<file path="config.mk">
export PLATFORM = sky130hd
export DESIGN_NAME = peltier_regulator
export DESIGN_NICKNAME = d
export VERILOG_FILES = /design/src/rtl/peltier_regulator_pkg.sv /design/src/rtl/peltier_regulator_p_term.sv /design/src/rtl/peltier_regulator.sv
export SDC_FILE = /design/constraint.sdc
export NUM_CORES = 1
export LEC_CHECK = 0
export CORE_MARGIN = 2
export CORE_UTILIZATION = 54
export CTS_CLUSTER_DIAMETER = 30
export DETAILED_ROUTE_END_ITERATION = 7
export PLACE_DENSITY = 0.87
export SLEW_MARGIN = 25
export SYNTH_ARGS = -nofsm -noshare
export SYNTH_HDL_FRONTEND = slang
export SYNTH_SLANG_ARGS = --single-unit
</file>
<file path="constraint.sdc">
create_clock -name clk -period 10.29 [get_ports clk]
set_input_delay 3.087 -clock clk [delete_from_list [all_inputs] [get_ports clk]]
set_output_delay 3.087 -clock clk [all_outputs]
set_load 0.1 [all_outputs]
</file>
<file path="src/rtl/peltier_regulator_pkg.sv">
// Shared definitions for the Peltier temperature regulator: FSM states,
// default timing constants and the width of the MCP3008 result field.
package peltier_regulator_pkg;

    localparam int MCP_RESULT_W    = 10;
    localparam int DEFAULT_PERIOD  = 1000000;
    localparam int DEFAULT_TIMEOUT = 8192;

    typedef enum logic [2:0] {
        ST_IDLE,
        ST_WAIT_PERIOD,
        ST_REQ,
        ST_WAIT_DATA,
        ST_ACCUM,
        ST_COMPUTE,
        ST_UPDATE
    } state_t;

endpackage

</file>
<file path="src/rtl/peltier_regulator_p_term.sv">
// Proportional term datapath: err * kp, arithmetic right shift, add bias,
// clamp to [0, max_duty]. Combinational in, registered out on load.
module peltier_regulator_p_term #(
    parameter int KP_SHIFT = 4
) (
    input  logic               clk,
    input  logic               rst_n,
    input  logic               load,
    input  logic signed [10:0] err,
    input  logic        [7:0]  kp,
    input  logic        [7:0]  bias,
    input  logic        [7:0]  max_duty,
    output logic        [7:0]  duty
);

    logic signed [19:0] err_ext;
    logic signed [19:0] kp_ext;
    logic signed [19:0] product;
    logic signed [19:0] p_val;
    logic signed [19:0] sum;
    logic signed [19:0] max_ext;
    logic        [7:0]  clamped;

    // Signed multiply, floor-rounding shift, bias offset and output clamp
    always_comb begin
        err_ext = {{9{err[10]}}, err};
        kp_ext  = {12'd0, kp};
        product = err_ext * kp_ext;
        p_val   = product >>> KP_SHIFT;
        sum     = p_val + $signed({12'd0, bias});
        max_ext = $signed({12'd0, max_duty});
        if (sum < 0) begin
            clamped = '0;
        end else if (sum > max_ext) begin
            clamped = max_duty;
        end else begin
            clamped = sum[7:0];
        end
    end

    // Result register, loaded once per control update
    always_ff @(posedge clk) begin
        if (!rst_n) begin
            duty <= '0;
        end else if (load) begin
            duty <= clamped;
        end
    end

endmodule

</file>
<file path="src/rtl/peltier_regulator.sv">
// Closed-loop Peltier regulator: periodically requests a thermistor
// conversion, snoops the result, averages 2^AVG_LOG2 samples and drives a
// proportional duty. The ADC handshake is observed only, never accepted.
module peltier_regulator
    import peltier_regulator_pkg::*;
#(
    parameter int PERIOD   = DEFAULT_PERIOD,
    parameter int AVG_LOG2 = 2,
    parameter int KP_SHIFT = 4,
    parameter int TIMEOUT  = DEFAULT_TIMEOUT
) (
    input  logic        clk,
    input  logic        rst_n,
    input  logic        enable,
    input  logic [9:0]  setpoint,
    input  logic [7:0]  kp,
    input  logic [7:0]  bias,
    input  logic [7:0]  max_duty,
    input  logic        mcp_busy,
    output logic        mcp_sample,
    input  logic [15:0] mcp_data,
    input  logic        mcp_data_avail,
    output logic [7:0]  duty,
    output logic        duty_valid,
    output logic        fault,
    output logic        busy
);

    localparam int ACC_W = MCP_RESULT_W + AVG_LOG2;
    localparam int PCNT_W = $clog2(PERIOD);
    localparam int TCNT_W = $clog2(TIMEOUT);

    state_t              state, next_state;
    logic [PCNT_W-1:0]   period_cnt;
    logic [TCNT_W-1:0]   timeout_cnt;
    logic [ACC_W-1:0]    acc;
    logic [AVG_LOG2-1:0] sample_cnt;
    logic                avail_prev;
    logic                req_second;
    logic                data_edge;
    logic [9:0]          avg;
    logic signed [10:0]  err;
    logic [7:0]          pterm_duty;
    logic                unused_mcp_hi;

    logic load_period, load_timeout, capture, timeout_hit;
    logic pterm_load, do_update, clear_acc, inc_sample;

    assign data_edge     = mcp_data_avail & ~avail_prev;
    assign avg           = acc[ACC_W-1:AVG_LOG2];
    assign err           = $signed({1'b0, avg}) - $signed({1'b0, setpoint});
    assign mcp_sample    = (state == ST_REQ);
    assign busy          = (state != ST_IDLE);
    assign unused_mcp_hi = ^mcp_data[15:MCP_RESULT_W];

    // State register
    always_ff @(posedge clk) begin
        if (!rst_n) begin
            state <= ST_IDLE;
        end else begin
            state <= next_state;
        end
    end

    // Next-state logic and per-state control strobes
    always_comb begin
        next_state   = state;
        load_period  = 1'b0;
        load_timeout = 1'b0;
        capture      = 1'b0;
        timeout_hit  = 1'b0;
        pterm_load   = 1'b0;
        do_update    = 1'b0;
        clear_acc    = 1'b0;
        inc_sample   = 1'b0;
        if (!enable) begin
            next_state = ST_IDLE;
            clear_acc  = 1'b1;
        end else begin
            case (state)
                ST_IDLE: begin
                    next_state  = ST_WAIT_PERIOD;
                    load_period = 1'b1;
                end
                ST_WAIT_PERIOD: begin
                    if (period_cnt == '0 && !mcp_busy) begin
                        next_state = ST_REQ;
                    end
                end
                ST_REQ: begin
                    if (req_second) begin
                        next_state   = ST_WAIT_DATA;
                        load_timeout = 1'b1;
                    end
                end
                ST_WAIT_DATA: begin
                    if (data_edge) begin
                        capture    = 1'b1;
                        next_state = ST_ACCUM;
                    end else if (timeout_cnt == '0) begin
                        timeout_hit = 1'b1;
                        next_state  = ST_IDLE;
                    end
                end
                ST_ACCUM: begin
                    inc_sample = 1'b1;
                    if (sample_cnt == '1) begin
                        next_state = ST_COMPUTE;
                    end else begin
                        next_state  = ST_WAIT_PERIOD;
                        load_period = 1'b1;
                    end
                end
                ST_COMPUTE: begin
                    pterm_load = 1'b1;
                    next_state = ST_UPDATE;
                end
                ST_UPDATE: begin
                    do_update   = 1'b1;
                    clear_acc   = 1'b1;
                    next_state  = ST_WAIT_PERIOD;
                    load_period = 1'b1;
                end
                default: begin
                    next_state = ST_IDLE;
                end
            endcase
        end
    end

    // Counters, sample accumulation and the sticky output registers
    always_ff @(posedge clk) begin
        if (!rst_n) begin
            period_cnt  <= '0;
            timeout_cnt <= '0;
            acc         <= '0;
            sample_cnt  <= '0;
            avail_prev  <= 1'b0;
            req_second  <= 1'b0;
            duty        <= '0;
            duty_valid  <= 1'b0;
            fault       <= 1'b0;
        end else begin
            avail_prev <= mcp_data_avail;
            req_second <= (state == ST_REQ) && !req_second && enable;

            if (load_period) begin
                period_cnt <= PCNT_W'(PERIOD - 1);
            end else if (state == ST_WAIT_PERIOD && period_cnt != '0) begin
                period_cnt <= period_cnt - 1'b1;
            end

            if (load_timeout) begin
                timeout_cnt <= TCNT_W'(TIMEOUT - 1);
            end else if (state == ST_WAIT_DATA && timeout_cnt != '0) begin
                timeout_cnt <= timeout_cnt - 1'b1;
            end

            if (clear_acc) begin
                acc <= '0;
            end else if (capture) begin
                acc <= acc + ACC_W'(mcp_data[MCP_RESULT_W-1:0]);
            end

            if (!enable) begin
                sample_cnt <= '0;
            end else if (inc_sample) begin
                sample_cnt <= sample_cnt + 1'b1;
            end

            duty_valid <= 1'b0;
            if (timeout_hit) begin
                duty       <= '0;
                fault      <= 1'b1;
                duty_valid <= 1'b1;
            end else if (do_update) begin
                duty       <= pterm_duty;
                duty_valid <= 1'b1;
            end
        end
    end

    peltier_regulator_p_term #(
        .KP_SHIFT (KP_SHIFT)
    ) u_p_term (
        .clk      (clk),
        .rst_n    (rst_n),
        .load     (pterm_load),
        .err      (err),
        .kp       (kp),
        .bias     (bias),
        .max_duty (max_duty),
        .duty     (pterm_duty)
    );

endmodule
</file>
==> results.sh, run 1 <==
export IMPL_run_status="complete, but fails checks"
export IMPL_violations="negative setup slack"
export IMPL_crit_type="primary input to register"
export IMPL_synth_cells=979
export IMPL_diodes=0
export IMPL_cts_hold_fix_buffers=0
export IMPL_numCtsBuffers=9
export IMPL_via_per_inst=5.83
export IMPL_wl_per_cell_um=18.2
export IMPL_core_area_mm2=0.0144
export IMPL_path_buf_inv=3
export IMPL_drive_gt1_share_pct=20.7
export IMPL_cts_buffer_depth=2
export IMPL_drtIter0Drc=732
export IMPL_maxCapViolCount=0
export IMPL_r2r_start="acc[2]$_SDFFE_PP0P_"
export IMPL_r2r_end="u_p_term.duty[3]$_SDFFE_PN0P_"
export IMPL_clkSinkCount=70
export IMPL_syn_area_mm2=0.00793
export IMPL_die_h_um=125
export IMPL_critPathMaxFanout=8
export IMPL_critPathLaunchType="primary input"
export IMPL_fillers=880
export IMPL_dieWidth_um=125
export IMPL_antenna_found_initial=0
export IMPL_h_tree_depth=3
export IMPL_slew_violations=0
export IMPL_totalWireLength_um=24300
export IMPL_dpl_hpwl_um=14400
export IMPL_grt_max_degree=29
export IMPL_area_growth_pct=31.7
export IMPL_synth_edf_count=0
export IMPL_cp_end_kind="register"
export IMPL_firstDrtPassIters=6
export IMPL_final_common_cell="inv_1"
export IMPL_synth_ff_latch_count=70
export IMPL_skew_ns=0.0106
export IMPL_finalCritPeriodShare_pct=101
export IMPL_layout_setup_ws_ns=-0.129
export IMPL_grt_pass1_wl_um=34000
export IMPL_track_usage_pct=25.8
export IMPL_ios=67
export IMPL_final_cell_area_mm2=0.0105
export IMPL_hold_path_class="register to register"
export IMPL_cp_arrival_ns=10.62
export IMPL_ys_seq_area_share_pct=17.7
export IMPL_place_congestion=0.874
export IMPL_cpMaxStageDelayCell="fa_2"
export IMPL_vias=7777
export IMPL_cpPeakStageDelay_ns=0.59
export IMPL_post_route_util_pct=72.5
export IMPL_start_util_pct=55.0
export IMPL_async_flop_share_pct=0
export IMPL_ys_flop_type="dfxtp_1"
export IMPL_avgSynthCellArea_um2=8.10
export IMPL_die_area_mm2=0.0157
export IMPL_drc=0
export IMPL_clk_pin_slew_worst_paths_ns=0.05
export IMPL_clock_latency_ns=0.34
export IMPL_place_port_buffers=60
export IMPL_rows=44
export IMPL_grt_pass1_vias=7534
export IMPL_yosysWarningCount=0
export IMPL_max_slew_margin_pct=35.6
export IMPL_tns_ns=-0.499
export IMPL_synth_cell_types=63
export IMPL_cp_required_ns=10.49
export IMPL_r2r_cells=33
export IMPL_final_antenna_net_count=0
export IMPL_cp_top_family="adder cells"
export IMPL_hold_end="fault$_SDFFE_PN0P_"
export IMPL_cts_root_buf="clkbuf_16"
export IMPL_hold_viol=0
export IMPL_hold_path_startpoint="fault$_SDFFE_PN0P_"
export IMPL_nNetsFinal=1350
export IMPL_rrSetupSlack_ns=2.23
export IMPL_startpoint="setpoint[0]"
export IMPL_synth_fp_nets=1185
export IMPL_cts_tree="done"
export IMPL_dpl_cell_area_mm2=0.00941
export IMPL_final_min_clock_period_ns=10.42
export IMPL_setup_viol=8
export IMPL_overflow=0
export IMPL_layout_common_cells="150 x inv_1, 113 x buf_4, 109 x nand2_1, 73 x fa_1, 70 x dfxtp_1"
export IMPL_max_clock_freq_mhz=96.0
export IMPL_hold_depth=2
export IMPL_worstMarginPinSlew_ns=0.964
cell type report:
class / instances / area (µm²) / area share (%)
well taps: 184 / 230 / 2.20
inverters: 158 / 593 / 5.67
clock inverters: 5 / 58.8 / 0.563
repair buffers: 180 / 1540 / 14.7
multi-input cells: 725 / 6390 / 61.1
clock buffers: 11 / 243 / 2.32
flip-flops and latches: 70 / 1400 / 13.4
worst register-to-register path, delay by kind of cell, from the launching register on:
family / cells / cell delay, ns
AOI/OAI and AO/OA: 14 / 2.45
xor gates and xnor gates: 2 / 0.35
adders and majority gates: 8 / 3.13
buffers and inverters: 3 / 0.34
DFF: 1 / 0.38
muxes: 1 / 0.19
and+or+nand+nor: 5 / 1.10
state kept, by name, indices dropped and copies added (netlist names), 2 cells and up:
name           count
state              3
duty               8
acc               12
period_cnt        20
u_p_term.duty      8
timeout_cnt       13
sample_cnt         2
stage by stage:
stage / hold slack [ns] / std cells / setup slack (ns)
after floorplan: 0.427 / 979 / 0.00535
after global placement: 0.432 / 1294 / -0.675
after detailed placement: 0.437 / 1294 / -0.832
after CTS: 0.444 / 1321 / 0.0257
after global routing: 0.475 / 1333 / -0.308
final: 0.444 / 1333 / -0.129
synthesized netlist by cell type (13+ instances only):
library cell	n	area [µm²]
nand2b_1	16	100
nand2_1	113	424
nor3_1	14	70.1
dfxtp_1	70	1400
clkbuf_1	19	71.3
nor2b_1	24	150
nor2_1	57	214
a21oi_1	76	380
nand3_1	13	65.1
fa_1	75	1500
inv_1	157	589
ha_1	76	951
xnor2_1	46	403
and2_1	42	263
o21ai_0	29	145
per-layer routing:
metal / part of all wire (%) / GRT usage [%] / routed length [µm] / vias to the layer above
li1: - / - / - / 3528
met1: 36 / 29.6 / 8840 / 3703
met2: 51 / 48.1 / 12400 / 407
met3: 6.2 / 3.55 / 1500 / 139
met4: 6.3 / 10.7 / 1540 / 0
met5: 0 / 0 / 0 / -
worst max path at each step:
stage,to,slack (ns),cells after the start
4_1_cts,u_p_term.duty[0]$_SDFFE_PN0P_,0.03,35
5_1_grt,u_p_term.duty[3]$_SDFFE_PN0P_,-0.31,38
3_3_place_gp,u_p_term.duty[7]$_SDFFE_PN0P_,-0.67,35
2_1_floorplan,u_p_term.duty[0]$_SDFFE_PN0P_,0.005,34
3_5_place_dp,u_p_term.duty[7]$_SDFFE_PN0P_,-0.83,35
6_report,u_p_term.duty[3]$_SDFFE_PN0P_,-0.13,33
kinds of logic (layout without fill, tap and decap cells):
group,count (synthesis),count (layout),synth area share [%]
DFF,70,70,17.7
adders and majority gates,151,151,30.9
buffers and inverters,184,354,8.91
xor gates and xnor gates,57,57,6.29
and+or+nand+nor,333,333,21.2
muxes,11,11,1.39
AOI/OAI and AO/OA,173,173,13.6
what timing repair did:
item                                    4_1_cts  5_1_grt
setup buffers                                11       12
pin swaps                                    31       69
resized for setup                            43       86
endpoints found under the setup margin        8        8
hold endpoints to repair                      0        0
Power of run 1 is left out: the tool's default activity adds up to more than one toggle a clock period on the data nets, which glitch-free logic cannot reach.
==> run 2, diff against run 1 <==
Settings changed: CELL_PAD_IN_SITES_DETAIL_PLACEMENT from default to 1, CELL_PAD_IN_SITES_GLOBAL_PLACEMENT from default to 2, CORE_UTILIZATION 54 to 33, PLACE_DENSITY 0.87 to 0.88.
Clock period 10.29 ns to 9.2 ns, I/O delays scaled along.
==> results.sh, run 2 (synthesized netlist as in run 1, its figures left out) <==
export IMPL_core_area_mm2=0.0235
export IMPL_numCtsBuffers=9
export IMPL_finalCritPeriodShare_pct=106
export IMPL_nNetsFinal=1396
export IMPL_die_area_mm2=0.0253
export IMPL_track_usage_pct=17.4
export IMPL_die_h_um=159
export IMPL_antenna_found_initial=0
export IMPL_start_util_pct=33.7
export IMPL_crit_type="primary input to register"
export IMPL_skew_ns=0.00839
export IMPL_cp_required_ns=9.42
export IMPL_largest_registers="period_cnt (20), timeout_cnt (13), acc (12)"
export IMPL_violations="negative setup slack"
export IMPL_drtIter0Drc=277
export IMPL_drive_gt1_share_pct=25.0
export IMPL_final_min_clock_period_ns=9.72
export IMPL_final_common_cell="buf_4"
export IMPL_totalWireLength_um=22300
export IMPL_r2r_start="acc[2]$_SDFFE_PP0P_"
export IMPL_r2r_cells=38
export IMPL_maxCapViolCount=0
export IMPL_grt_max_degree=29
export IMPL_hold_end="u_p_term.duty[3]$_SDFFE_PN0P_"
export IMPL_rsz0062_at_grt="true"
export IMPL_cpMaxStageDelayCell="fa_1"
export IMPL_rows=56
export IMPL_place_port_buffers=60
export IMPL_dieWidth_um=159
export IMPL_grt_pass1_vias=7849
export IMPL_cpPeakStageDelay_ns=0.57
export IMPL_cp_arrival_ns=9.94
export IMPL_clock_latency_ns=0.34
export IMPL_run_status="complete, but fails checks"
export IMPL_h_tree_depth=3
export IMPL_clk_pin_slew_worst_paths_ns=0.06
export IMPL_diodes=0
export IMPL_max_slew_margin_pct=34.8
export IMPL_critPathMaxFanout=8
export IMPL_clkSinkCount=70
export IMPL_r2r_end="u_p_term.duty[0]$_SDFFE_PN0P_"
export IMPL_largest_register_ffs=20
export IMPL_overflow=0
export IMPL_hold_viol=0
export IMPL_vias=7326
export IMPL_firstDrtPassIters=4
export IMPL_rrSetupSlack_ns=1.55
export IMPL_max_clock_freq_mhz=103
export IMPL_area_growth_pct=40.6
export IMPL_cp_end_kind="register"
export IMPL_cts_tree="done"
export IMPL_wl_per_cell_um=14.7
export IMPL_hold_depth=2
export IMPL_via_per_inst=4.84
export IMPL_place_congestion=0.809
export IMPL_setup_viol=8
export IMPL_cpMostUsedCell="buf_4"
export IMPL_startpoint="setpoint[1]"
export IMPL_hold_path_class="register to register"
export IMPL_layout_setup_ws_ns=-0.516
export IMPL_layout_common_cells="155 x buf_4, 144 x inv_1, 106 x nand2_1, 72 x fa_1, 70 x dfxtp_1"
export IMPL_worstMarginPinSlew_ns=0.976
export IMPL_slew_violations=0
export IMPL_final_antenna_net_count=0
export IMPL_drc=0
export IMPL_ios=67
export IMPL_cts_root_buf="clkbuf_16"
export IMPL_place_ws_ns=-1.56
export IMPL_critPathLaunchType="primary input"
export IMPL_cts_buffer_depth=2
export IMPL_hold_path_startpoint="u_p_term.duty[3]$_SDFFE_PN0P_"
export IMPL_grt_pass1_wl_um=36900
export IMPL_post_route_util_pct=47.4
export IMPL_largest_register="period_cnt"
export IMPL_dpl_hpwl_um=17100
-- run 2: layer usage --
metal / share of wire (%) / GRT usage [%]
met1: 42 / 20.7
met2: 54 / 33.2
met3: 1.6 / 1.64
met4: 2.1 / 4.26
met5: 0 / 0
-- run 2: how the worst max path moves through the flow --
stage | to | slack (ns) | depth (start not counted)
2_1_floorplan | u_p_term.duty[0]$_SDFFE_PN0P_ | -0.39 | 33
3_3_place_gp | u_p_term.duty[7]$_SDFFE_PN0P_ | -1.27 | 33
3_5_place_dp | u_p_term.duty[7]$_SDFFE_PN0P_ | -1.56 | 35
4_1_cts | u_p_term.duty[7]$_SDFFE_PN0P_ | -0.46 | 34
5_1_grt | u_p_term.duty[0]$_SDFFE_PN0P_ | -0.85 | 38
6_report | u_p_term.duty[0]$_SDFFE_PN0P_ | -0.52 | 38
-- run 2: timing repair --
item / 4_1_cts / 5_1_grt
hold buffers: 0 / 0
buffers inserted: 21 / 15
pin swaps: 53 / 45
gates resized for setup: 67 / 64
endpoints found under the setup margin: 8 / 8
-- run 2: metrics by stage --
step                      TNS [ns]  cell area [µm²]  hold slack, ns  instances
after detailed placement    -12.14             9980           0.446       1462
after global routing         -6.61            11200           0.471       1514
final                        -3.86            11200           0.451       1514
after global placement       -9.91             9980           0.432       1462
after floorplan              -3.10             8120           0.427        979
after CTS                    -3.47            10700           0.456       1499
-- run 2: final cells by class --
type | count | area (µm²)
Clock buffer | 10 | 239
Clock inverter | 6 | 92.6
Fill cell | 2800 | 12400
Inverter | 158 | 596
Multi-Input combinational cell | 725 | 6530
Sequential cell | 70 | 1400
Tap cell | 319 | 399
Timing Repair Buffer | 226 | 1900
-- run 2: worst max-delay path, delay by kind of cell --
family	cells	cell delay, ns
compound gates	9	1.34
xor+xnor	2	0.31
fa+ha+maj	8	3.24
buf+inv	10	1.16
mux	1	0.19
simple gates	8	0.92
Power of run 2 is left out for the same reason.
